`config.mk`:
```
export PLATFORM = sky130hd
export DESIGN_NAME = tt_um_hoene_frame_select
export DESIGN_NICKNAME = d
export VERILOG_FILES = /design/src/rtl/tt_um_hoene_frame_select.sv
export SDC_FILE = /design/constraint.sdc
export NUM_CORES = 1
export LEC_CHECK = 0
export ABC_AREA = 1
export CAP_MARGIN = 20
export CORE_MARGIN = 10
export CORE_UTILIZATION = 50
export DETAILED_ROUTE_END_ITERATION = 8
export GPL_ROUTABILITY_DRIVEN = 0
export HOLD_SLACK_MARGIN = 0.1
export PLACE_DENSITY = 0.74
export SETUP_SLACK_MARGIN = 0.15
export SLEW_MARGIN = 0
export SYNTH_ARGS = -nofsm -noshare
export SYNTH_HDL_FRONTEND = slang
export SYNTH_SLANG_ARGS = --single-unit
```
`constraint.sdc`:
```
create_clock -name clk -period 2.8 [get_ports clk]
set_input_delay 0.56 -clock clk [delete_from_list [all_inputs] [get_ports clk]]
set_output_delay 0.56 -clock clk [all_outputs]
set_load 0.01 [all_outputs]
```
`src/rtl/tt_um_hoene_frame_select.sv`:
```
// Frame selector for the daisy-chained LED serial stream.
// Claims up to MAX_FRAMES frames, clears their claim bit, checks parity.
module tt_um_hoene_frame_select #(
  parameter int FRAME_BITS  = 32,
  parameter int MAX_FRAMES  = 2,
  parameter int PARITY_ODD  = 0,
  parameter int STRICT_TAIL = 0,
  localparam int PW = FRAME_BITS - 2,
  localparam int IW = $clog2(MAX_FRAMES + 1)
) (
  input  logic          clk,
  input  logic          rst_n,
  input  logic          in_sync,
  input  logic          in_valid,
  input  logic          in_data,
  input  logic [IW-1:0] frame_count,
  output logic          out_valid,
  output logic          out_data,
  output logic [PW-1:0] payload,
  output logic          load,
  output logic [IW-1:0] load_idx,
  output logic          parity_err,
  output logic          error,
  output logic [1:0]    state
);

  localparam int CW = $clog2(FRAME_BITS);

  typedef enum logic [1:0] {
    S_WAIT = 2'd0,
    S_RECV = 2'd1,
    S_DONE = 2'd2,
    S_ERR  = 2'd3
  } state_t;

  state_t        state_q, state_d;
  logic [CW-1:0] cnt_q;
  logic [IW-1:0] idx_q;
  logic [IW-1:0] fc_q;
  logic [PW-1:0] sr_q;
  logic          par_q;

  logic          start, last, par_ok;
  logic          in_pl;
  logic [IW-1:0] fc_clamp;
  logic [IW-1:0] idx_nx;
  logic          last_frame;
  logic          claim, gap, load_d, perr_d, tail_err;
  logic          err_set;

  assign start  = in_valid && (cnt_q == '0);
  assign last   = in_valid && (cnt_q == CW'(FRAME_BITS - 1));
  assign in_pl  = in_valid && (cnt_q != '0) && (cnt_q <= CW'(PW));
  assign par_ok = ((par_q ^ in_data) == 1'(PARITY_ODD));

  assign fc_clamp = (frame_count > IW'(MAX_FRAMES)) ?
                    IW'(MAX_FRAMES) : frame_count;

  assign idx_nx     = idx_q + 1'b1;
  assign last_frame = (idx_nx >= fc_q);
  assign err_set    = gap || perr_d || tail_err;
  assign state      = state_q;

  // State register
  always_ff @(posedge clk or negedge rst_n) begin
    if (!rst_n) state_q <= S_WAIT;
    else        state_q <= state_d;
  end

  // Per-bit event decode for the current state
  always_comb begin
    claim    = 1'b0;
    gap      = 1'b0;
    load_d   = 1'b0;
    perr_d   = 1'b0;
    tail_err = 1'b0;
    if (in_sync) begin
      unique case (state_q)
        S_WAIT: claim = start && in_data && (fc_clamp != '0);
        S_RECV: begin
          claim  = start && in_data;
          gap    = start && !in_data;
          load_d = last && par_ok;
          perr_d = last && !par_ok;
        end
        S_DONE: tail_err = (STRICT_TAIL != 0) && start && in_data;
        default: ;
      endcase
    end
  end

  // Next-state logic
  always_comb begin
    state_d = state_q;
    if (!in_sync) begin
      state_d = S_WAIT;
    end else begin
      unique case (1'b1)
        err_set:               state_d = S_ERR;
        claim:                 state_d = S_RECV;
        load_d && last_frame:  state_d = S_DONE;
        default: ;
      endcase
    end
  end

  // Bit counter, frame index, payload capture and forwarding
  always_ff @(posedge clk or negedge rst_n) begin
    if (!rst_n) begin
      cnt_q      <= '0;
      idx_q      <= '0;
      fc_q       <= '0;
      sr_q       <= '0;
      par_q      <= 1'b0;
      out_valid  <= 1'b0;
      out_data   <= 1'b0;
      payload    <= '0;
      load       <= 1'b0;
      load_idx   <= '0;
      parity_err <= 1'b0;
      error      <= 1'b0;
    end else if (!in_sync) begin
      cnt_q      <= '0;
      idx_q      <= '0;
      sr_q       <= '0;
      par_q      <= 1'b0;
      out_valid  <= in_valid;
      out_data   <= in_data;
      load       <= 1'b0;
      parity_err <= 1'b0;
      error      <= 1'b0;
    end else begin
      out_valid  <= in_valid && !error && !gap;
      out_data   <= in_data ^ claim;
      load       <= load_d;
      parity_err <= perr_d;
      if (in_valid) begin
        cnt_q <= last ? '0 : cnt_q + 1'b1;
      end
      if (start) begin
        fc_q  <= fc_clamp;
        sr_q  <= '0;
        par_q <= 1'b0;
      end else if (in_pl) begin
        sr_q  <= {sr_q[PW-2:0], in_data};
        par_q <= par_q ^ in_data;
      end
      if (load_d) begin
        payload  <= sr_q;
        load_idx <= idx_q;
        idx_q    <= idx_nx;
      end
      if (err_set) error <= 1'b1;
    end
  end

endmodule

```
; Word-level counts from Yosys, hierarchy flattened
; Index checks and enable logic that the tools add are counted.
[op_classes]
n_addsub = 2
order_cmp = 3
n_eq_ne = 7
mux = 28
bitwise = 3
n_reduce_logical = 22
[ops]
columns = operator, n
row1 = 2-to-1 mux 30 bit, 3
row2 = 2-to-1 mux 1 bit, 16
row3 = 2-to-1 mux 5 bit, 3
row4 = logical AND 1 bit, 12
row5 = 2-to-1 mux 2 bit, 4
row6 = "inequality test 2 x 1 -> 1 bit, second input constant", 3
row7 = case mux 2 bit (3 select lines), 1
row8 = "adder 5 x 1 -> 5 bit, second input constant", 1
row9 = "== test 5 bit, second input constant", 1
row10 = "less-or-equal comparator 5 bit, second input constant", 1
row11 = zero test 5 bit, 1
row12 = nonzero test 5 bit, 1
row13 = "inequality test 4 x 1 -> 1 bit, second input constant", 1
row14 = AND reduction 2 bit, 2
row15 = zero test 1 bit, 3
row16 = "inequality test 3 x 1 -> 1 bit, second input constant", 1
row17 = "adder 2 x 1 -> 2 bit, second input constant", 1
row18 = "== test 2 x 1 -> 1 bit, second input constant", 1
row19 = >= comparator 2 bit, 1
row20 = "> comparator 2 bit, second input constant", 1
row21 = zero test 2 bit, 1
row22 = case mux 1 bit (2 select lines), 1
row23 = nonzero test 2 bit, 1
row24 = bitwise XOR 1 bit, 2
row25 = 2 further kinds, 2
[word_totals]
regBits = 79
inputBits = 7
out_inout_bits = 39
elab_cells = 78

; Longest topological paths before layout
; Gate-level depths: netlist (run 1).
[logic_depth]
word_depth = 8
ltp_mapped = 11
depth_no_buf = 11

; Worst setup path before layout (run 1)
; OpenSTA, ideal clock, no wires.
[synth_timing]
kind = reg2reg
start = register cnt_q[0]
end = register payload[0]
setup_time_ns = 0.116
arrival_ns = 1.503
t_required_ns = 2.684
setup_slack_ns = 1.180
path_stages_with_launch = 12
path_buffers = 1
period_less_slack_ns = 1.620
cell_sequence = dfrtp_1 -> ha_1 -> nand2_1 -> nor2_1 -> ha_1 -> nand2_1 -> nor2_1 -> nand2_1 -> inv_2 -> buf_4 -> nand2_1 -> nand2_1
[synth_between]
elab_chain_len = 6
[synth_lines]
columns = element, line_no
row1 = "start, declared", 37  ; logic [CW-1:0] cnt_q;
row2 = "start signal, assigned", 138  ; cnt_q <= last ? '0 : cnt_q + 1'b1;
row3 = == test 5 bit, 52  ; assign last = in_valid && (cnt_q == CW'(FRAME_BITS - 1));
row4 = logical AND 1 bit, 52
row5 = logical AND 1 bit, 83  ; load_d = last && par_ok;
row6 = 2-to-1 mux 1 bit, 78  ; unique case (state_q)
row7 = 2-to-1 mux 1 bit, 77  ; if (in_sync) begin
row8 = AND reduction 2 bit (no source line), -
row9 = "end signal, assigned", 149  ; payload <= sr_q;
row10 = "end, declared", 19  ; output logic [PW-1:0] payload,
; Every way passes these cells.
; A chain may end at the register's enable or synchronous reset.

; Final worst setup path (run 1)
[layout_timing]
start = register cnt_q[0]
end = register load_idx[0]
[layout_between]
elab_chain_len = 6
[layout_lines]
columns = element, line_no
row1 = == test 5 bit, 52
row2 = logical AND 1 bit, 52
row3 = logical AND 1 bit, 83
row4 = 2-to-1 mux 1 bit, 78
row5 = 2-to-1 mux 1 bit, 77
row6 = AND reduction 2 bit (no source line), -
row7 = "end signal, assigned", 150  ; load_idx <= idx_q;
row8 = "end, declared", 21  ; output logic [IW-1:0] load_idx,
; Every way passes these cells.

==> impl_metrics.yaml, run 1 <==
outcome:
  status: "finished clean"
logic_synthesis:
  syn-num-nets: 401
  synth-compound-area-share_pct: 8.06
  synth_warnings: 0
  yosysSeqAreaShare_pct: 58.4
  synthMuxAreaShare_pct: 0
  synthXorXnorAreaFrac_pct: 1.04
  synth_area_um2: 3380
  synthSimpleGateAreaFrac_pct: 24.0
  synth_top_family_by_area: "simple AND/OR/NAND/NOR gates"
  avgSynthCellArea_um2: 8.72
  synth_seq_cells: 79
  ys_types: 24
  synthAdderAreaFrac_pct: 2.22
  syn_inst: 388
routing:
  wl_um: 6680
  first_iter_violations: 148
  wire_per_inst_um: 13.1
  post-route-drc-count: 0
  num_vias: 2590
  vias_per_cell: 5.08
  drtPass1Iterations: 4
  ant_nets: 0
floorplan:
  core_area_um2: 6460
  die_area_um2: 10500
  die_y_um: 102
  rows: 29
  dieWidth_um: 102
  start_util_pct: 52.4
  ios: 46
placed_design:
  place_inst: 494
  io_buffers: 45
  dpl_cell_area_um2: 3860
  place_hpwl_um: 4350
clock_network:
  cts_resized: 0
  clock_sinks: 79
  htree_levels: 3
  cts_made_buffers: 9
  insertion_delay_ns: 0.34
  cts_tree: "yes"
  cts_hold_buffers: 0
  clockBufferDepth: 2
  path_clk_slew_ns: 0.08
  postCtsSetupBuffers: 0
  clockRootBuffer: "clkbuf_8"
critical_path:
  crit_path_end_kind: "register"
  critPathMaxFanout: 33
  critical_path_class: "register to register"
  ff2ff_setup_slack_ns: 0.73
  rr_worst_depth: 10
  crit_required_ns: 3.03
  critPathArrivalTime_ns: 2.29
  startpoint_type: "register"
sta:
  max_slew_margin_pct: 35.4
  finalSetupTns_ns: 0
  fmax_mhz: 484
  timing.final.hold_violations: 0
  setup_viol_count_final: 0
  period_needed_ns: 2.07
  slew_violations: 0
  worst_pin_slew_ns: 0.968
  skew_ns: 0.00567
  rsz0062_at_grt: "false"
  finalCritPeriodShare_pct: 73.8
layout:
  ff_latch_area_um2: 1980
  final_nets: 441
  syn2layout_area_growth_pct: 21.3
  stdcell_count: 510
  final_area_um2: 4110
  nFillCells: 555
  diodes: 0
  fin_util_pct: 63.6
  final_common_cell: "nand2_1"
  final_layout_size_suffix_gt1_share_pct: 5.77
  final_cell_mix: "nand2_1, dfrtp_1, clkdlybuf4s50_1, nand3_1, o21ai_1"
  multi_input_area_um2: 1190
global_route:
  grt_usage_pct: 13.5
  antenna_found_initial: 0
  grt_remaining_overflow: 0
  grt_pass1_vias: 2490
  grt_max_degree: 80
  grt_pass1_wl_um: 11300
worst_hold_path:
  hp-class: "primary input to asynchronous set/reset pin"
run:
  maxCapViolCount: 0
pwr:
  irDropWorstVdd_uv: 292
  power.density_nw_per_um2: 560
  power_leakage_nw: 2.03
[state kept, by name, summed over array words and instances (netlist names), 2 cells and up]
signal and flops:
cnt_q 5, load_idx 2, state 2, idx_q 2
payload 30, fc_q 2, sr_q 30
[metrics by stage]
step	power, W	hold slack, ns	worst slack (ns)
after floorplan	0.00127	0.264	1.18
after global placement	0.00133	0.462	0.549
after detailed placement	0.00133	0.464	0.478
after CTS	0.00232	0.417	0.704
after global routing	0.00239	0.453	0.394
final	0.00230	0.367	0.733
[final timing paths]
kind / start / endpoint
worst min register to register: payload[20] / payload[20]
min in group clk: payload[20] / payload[20]
max in group asynchronous: rst_n / state[0]
worst min-delay path: rst_n / payload[3]
worst max-delay path: cnt_q[0] / load_idx[0]
worst max register to register: cnt_q[0] / load_idx[0]
[per-layer routing]
metal | GRT usage (%) | share of wire [%] | up-vias
li1 | - | - | 1312
met1 | 16.3 | 44 | 1217
met2 | 22.2 | 48 | 47
met3 | 2.97 | 4.9 | 14
met4 | 6.83 | 2.4 | 0
met5 | 0 | 0 | -
[worst max-delay path, stage by stage (launching register included)]
cell,delay (ns)
dfrtp_1,0.40
ha_1,0.18
nand2_1,0.07
nor2_1,0.10
ha_1,0.17
nand2_1,0.09
nor2_1,0.18
nand2_1,0.10
inv_2,0.41
nand2_1,0.12
o21a_1,0.13
[where the power goes]
part           switching [W]  internal, W
Combinational      0.0000983    0.0000442
Sequential         0.0000118      0.00116
Clock               0.000388     0.000601
[cell usage after synthesis (all sizes together)]
cell type,count,area share (%)
o21a,1,0.22
or2,1,0.18
nand3,40,5.9
dfrtp,79,58
o21ai,42,6.5
ha,6,2.2
inv,28,3.1
a21boi,1,0.22
clkbuf,4,0.44
buf,16,2.7
a21oi,3,0.44
nor2,10,1.2
xnor2,2,0.52
nand2,149,17
nand4,1,0.18
o211ai,1,0.22
xor2,2,0.52
a21o,1,0.22
o22ai,1,0.18
[logic make-up (layout without fill, tap and decap cells)]
group,Yosys count,count (layout)
flip-flops,79,79
AND/OR/NAND/NOR,201,201
XOR/XNOR,4,4
AO/OA/AOI/OAI,50,50
adder cells (fa/ha/maj),6,6
buffers and inverters,48,93
[final cells by class]
type                       instances  area share, %
clock inverter                     2           1.46
timing repair buffer              49           11.9
clock buffer                      14           4.45
sequential                        79           48.1
multi-input combinational        261           29.1
inverter                          28           2.56
tap                               77           2.35
Power figures use the tool's default switching activity.
==> inputs of run 2 (changes only) <==
==> constraint.sdc (replaced) <==
create_clock -name clk -period 2 [get_ports clk]
set_input_delay 0.4 -clock clk [delete_from_list [all_inputs] [get_ports clk]]
set_output_delay 0.4 -clock clk [all_outputs]
set_load 0.01 [all_outputs]
==> run 2 against run 1 <==
Effect of this change: clock-buffer cell count fell by 5; first-iteration DRC count is 6.8% lower; sequential share of layout area decreased by 1.3 points; die area stayed put; clock power increased by 16%; power increased by 31%; routed wire length grew 9.0%; sequential power up 39%; via count grew 3.6%; final area is 2.9% higher; utilization is 1.8 points higher; critical path type is now register to primary output; largest cell class unchanged.
==> impl_metrics.yaml, run 2 (same netlist as run 1, synthesis figures left out) <==
critical_path:
  slowest_delay_ns: 0.57
  rr_worst_depth: 12
  critPathMaxFanout: 5
  rr_startpoint: "cnt_q[1]"
  cpMaxStageDelayCell: "clkdlybuf4s50_1"
  crit_chain: "clkdlybuf4s50_1"
  critical_path_class: "register to primary output"
  r2r-end: "state[0]"
  crit_buf_inv: 1
  critPathArrivalTime_ns: 1.35
  startpoint_type: "register"
  critPathTopFamily: "buffers and inverters"
  crit_path_end_kind: "primary output"
  crit_required_ns: 1.60
  ff2ff_setup_slack_ns: 0.28
clock_network:
  insertion_delay_ns: 0.36
  clockBufferDepth: 2
  cts_tree: "yes"
  path_clk_slew_ns: 0.08
  clock_sinks: 79
  cts_made_buffers: 9
  htree_levels: 3
  clockRootBuffer: "clkbuf_8"
sta:
  finalSetupTns_ns: 0
  max_slew_margin_pct: 62.1
  period_needed_ns: 1.75
  rsz0062_at_grt: "false"
  worst_pin_slew_ns: 0.568
  skew_ns: 0.00986
  setup_viol_count_final: 0
  finalCritPeriodShare_pct: 87.3
  timing.final.hold_violations: 0
  fmax_mhz: 573
  slew_violations: 0
routing:
  wl_um: 7280
  drtPass1Iterations: 4
  wire_per_inst_um: 14.0
  ant_nets: 0
  num_vias: 2682
  vias_per_cell: 5.15
  post-route-drc-count: 0
  first_iter_violations: 138
layout:
  diodes: 0
  final_layout_size_suffix_gt1_share_pct: 9.91
  syn2layout_area_growth_pct: 24.8
  nFillCells: 544
  final_area_um2: 4220
  final_nets: 453
  reg.largest.list: "payload x30, sr_q x30, cnt_q x5"
  multi_input_area_um2: 1220
  final_common_cell: "nand2_1"
  ff_latch_area_um2: 1980
  final_cell_mix: "nand2_1, dfrtp_1, clkdlybuf4s50_1, nand3_1, o21ai_1"
placed_design:
  dpl_cell_area_um2: 3950
  place_hpwl_um: 4820
  io_buffers: 45
floorplan:
  die_area_um2: 10500
  ios: 46
  dieWidth_um: 102
  start_util_pct: 52.4
  core_area_um2: 6460
  rows: 29
  die_y_um: 102
worst_hold_path:
  hold_depth: 2
  min_to: "payload[16]"
  hp-class: "register to register"
  min_from: "payload[16]"
global_route:
  grt_pass1_wl_um: 12300
  grt_max_degree: 63
  grt_pass1_vias: 2672
  grt_usage_pct: 14.6
  antenna_found_initial: 0
  grt_remaining_overflow: 0
pwr:
  power.density_nw_per_um2: 714
  power_leakage_nw: 2.08
  irDropWorstVdd_uv: 500
  power_w: 0.00302
run:
  maxCapViolCount: 0
outcome:
  status: "finished clean"
## run 2: area by class of cell
cell class                 instances  area share (%)
sequential                        79            46.8
multi-input combinational        261            28.9
timing repair buffer              61            15.0
clock buffer                       9            2.93
inverter                          28            2.55
tap                               77            2.28
clock inverter                     6            1.45
## run 2: timing repair
action / 4_1_cts / 5_1_grt
hold buffers: 1 / 0
pin swaps: 0 / 3
gates resized for setup: 0 / 17
endpoints found under the setup margin: 21 / 36
setup buffers: 0 / 3
hold endpoints to repair: 42 / 0
## run 2: metal layers
layer  vias up  global-route usage (%)  wire, um
met2        60                    25.8      3760
li1       1328                       -         -
met4         0                    6.51       128
met5         -                       0         0
met3        16                    3.17       364
met1      1278                    16.6      3020
## run 2: worst max path at each step
stage	startpoint	endpoint	slack [ns]	depth (start not counted)
after floorplan	cnt_q[0]	payload[0]	0.38	11
after global placement	in_sync	sr_q[2]	0.12	8
after detailed placement	in_sync	sr_q[28]	0.07	8
after CTS	cnt_q[1]	payload[7]	0.13	11
after global routing	cnt_q[1]	state[0]	0.17	12
final	state[0]	state[0]	0.25	1
## run 2: power breakdown
| group | internal [W] | switching [W] |
|---|---|---|
| Sequential | 0.00162 | 0.0000156 |
| Combinational | 0.0000824 | 0.000149 |
| Clock | 0.000567 | 0.000585 |
## run 2: stage by stage
stage	std cells	hold slack (ns)	util (%)	worst slack, ns
2_1_floorplan	388	0.104	-	0.380
3_3_place_gp	502	0.424	61.1	0.118
3_5_place_dp	502	0.433	61.1	0.0651
4_1_cts	518	0.486	64.2	0.128
5_1_grt	521	0.502	65.4	0.168
6_report	521	0.481	65.4	0.254
## run 2: worst reg2reg max path, delay by kind of cell (launching register included)
| family | cells | cell delay (ns) |
|---|---|---|
| DFF | 1 | 0.38 |
| adders and majority gates | 2 | 0.39 |
| and+or+nand+nor | 8 | 0.66 |
| buffers and inverters | 2 | 0.17 |
==> inputs of run 3 (changes only) <==
--- a/config.mk
+++ b/config.mk
@@ -7,7 +7,7 @@
 export LEC_CHECK = 0
 export ABC_AREA = 1
 export CAP_MARGIN = 20
-export CORE_MARGIN = 10
+export CORE_MARGIN = 5
 export CORE_UTILIZATION = 50
 export DETAILED_ROUTE_END_ITERATION = 8
 export GPL_ROUTABILITY_DRIVEN = 0
==> run 3 against run 2 <==
Effect of this change: utilization decreased by 1.4 points; maximum frequency decreased by 5.5%; clock skew decreased by 0.0043 ns; global-route usage increased by 2.7 points; die area decreased by 19%; non-clock buffer count increased by 1; sequential share of layout area decreased by 0.56 points; combinational power increased by 5%; register-to-register slack got worse by 0.13 ns; critical endpoint is now load_idx[0]; largest power group unchanged.
==> impl_metrics.yaml, run 3 (same netlist as run 1, synthesis figures left out) <==
layout:
  final_area_um2: 4280
  multi_input_area_um2: 1240
  syn2layout_area_growth_pct: 26.3
  final_layout_size_suffix_gt1_share_pct: 10.8
  ff_latch_area_um2: 1980
  nFillCells: 553
  final_nets: 454
  diodes: 0
  reg.largest.list: "payload x30, sr_q x30, cnt_q x5"
  fin_util_pct: 64.0
  final_cell_mix: "nand2_1, dfrtp_1, clkdlybuf4s50_1, nand3_1, o21ai_1"
  final_common_cell: "nand2_1"
critical_path:
  critPathArrivalTime_ns: 2.08
  cpMaxStageDelayCell: "dfrtp_1"
  crit_required_ns: 2.23
  startpoint_type: "register"
  crit_path_end_kind: "register"
  critPathMaxFanout: 8
  critical_path_class: "register to register"
  crit_chain: "ha_2 > nand2_2 > nor2_2 > ha_2 > nand2_4 > nor2_4 > nand2_2 > inv_4 > buf_12 > nand2_1 > o21a_1"
  critPathTopFamily: "simple AND/OR/NAND/NOR gates"
  slowest_delay_ns: 0.38
  rr_startpoint: "cnt_q[0]"
  crit_buf_inv: 2
  cp-startpoint: "cnt_q[0]"
routing:
  wl_um: 7090
  top_layer: "met4"
  num_vias: 2708
  dr_wl_met3_um: 290
  post-route-drc-count: 0
  first_iter_violations: 139
  drtPass1Iterations: 5
  vias_per_cell: 5.15
  met2_length_um: 3650
  drt-met1-wl_um: 3070
  ant_nets: 0
  wire_per_inst_um: 13.5
clock_network:
  clockBufferDepth: 2
  cts_made_buffers: 9
  htree_levels: 3
  clockRootBuffer: "clkbuf_8"
  clock_sinks: 79
  cts_tree: "yes"
  path_clk_slew_ns: 0.08
  insertion_delay_ns: 0.34
sta:
  fmax_mhz: 541
  layout_setup_ws_ns: 0.151
  worst_pin_slew_ns: 0.384
  finalSetupTns_ns: 0
  fin_hold_ws_ns: 0.479
  skew_ns: 0.00556
  max_slew_margin_pct: 74.4
  timing.final.hold_violations: 0
  setup_viol_count_final: 0
  rsz0062_at_grt: "true"
  period_needed_ns: 1.85
  finalCritPeriodShare_pct: 92.4
  slew_violations: 0
pwr:
  power_leakage_nw: 2.10
  power.density_nw_per_um2: 690
  irDropWorstVdd_uv: 403
floorplan:
  dieWidth_um: 92.3
  die_y_um: 92.3
  die_area_um2: 8510
  ios: 46
  rows: 30
  core_area_um2: 6680
  start_util_pct: 50.7
worst_hold_path:
  hp-class: "register to register"
  min_from: "payload[13]"
global_route:
  grt_usage_pct: 17.3
  grt_pass1_wl_um: 11900
  antenna_found_initial: 0
  grt_remaining_overflow: 0
  grt_pass1_vias: 2676
  grt_max_degree: 52
placed_design:
  dpl_cell_area_um2: 3980
  place_hpwl_um: 4530
  io_buffers: 45
  dp_slack_ns: 0.0595
run:
  maxCapViolCount: 0
outcome:
  status: "finished clean"
run 3: timing repair:
item | CTS | global route
hold endpoints to repair | 28 | 0
resized for setup | 2 | 16
pin swaps | 1 | 5
cloned | 0 | 1
endpoints found under the setup margin | 33 | 34
setup buffers | 2 | 2
hold buffers | 1 | 0
run 3: tightest hold or removal path: cells and delay by family (launching register included):
kind | cells | cell delay, ns
DFF | 1 | 0.35
and+or+nand+nor | 2 | 0.10
run 3: cell type report:
class | count | area share [%]
clock inverter | 3 | 0.410
tap | 80 | 2.34
inverter | 28 | 2.52
timing repair buffer | 62 | 15.8
sequential | 79 | 46.2
multi-input combinational | 261 | 29.0
clock buffer | 13 | 3.72
run 3: path summary, 6_finish.rpt:
kind | cells after the start | end | slack, ns
worst max-delay path | 11 | load_idx[0] | 0.15
worst min-delay path | 2 | payload[13] | 0.48
worst max register to register | 11 | load_idx[0] | 0.15
worst min register to register | 2 | payload[13] | 0.48
max in group asynchronous | 3 | sr_q[6] | 0.88
min in group asynchronous | 2 | payload[10] | 0.52
run 3: power by group:
group	switching [W]	total (W)	internal [W]
Sequential	0.0000152	0.00163	0.00162
Combinational	0.000151	0.000243	0.0000917
Clock	0.000556	0.00107	0.000516
Total	0.000723	0.00295	0.00223
run 3: metal layers:
layer	global-route usage, %	vias to the layer above
met5	0	-
met3	3.28	7
met4	7.43	0
li1	-	1349
met1	21.2	1290
met2	29.9	62
run 3: per-stage QoR:
step / power [W] / std cells
floorplan: 0.00178 / 388
global placement: 0.00189 / 504
detailed placement: 0.00189 / 504
global route: 0.00307 / 526
CTS: 0.00296 / 523
finish: 0.00295 / 526
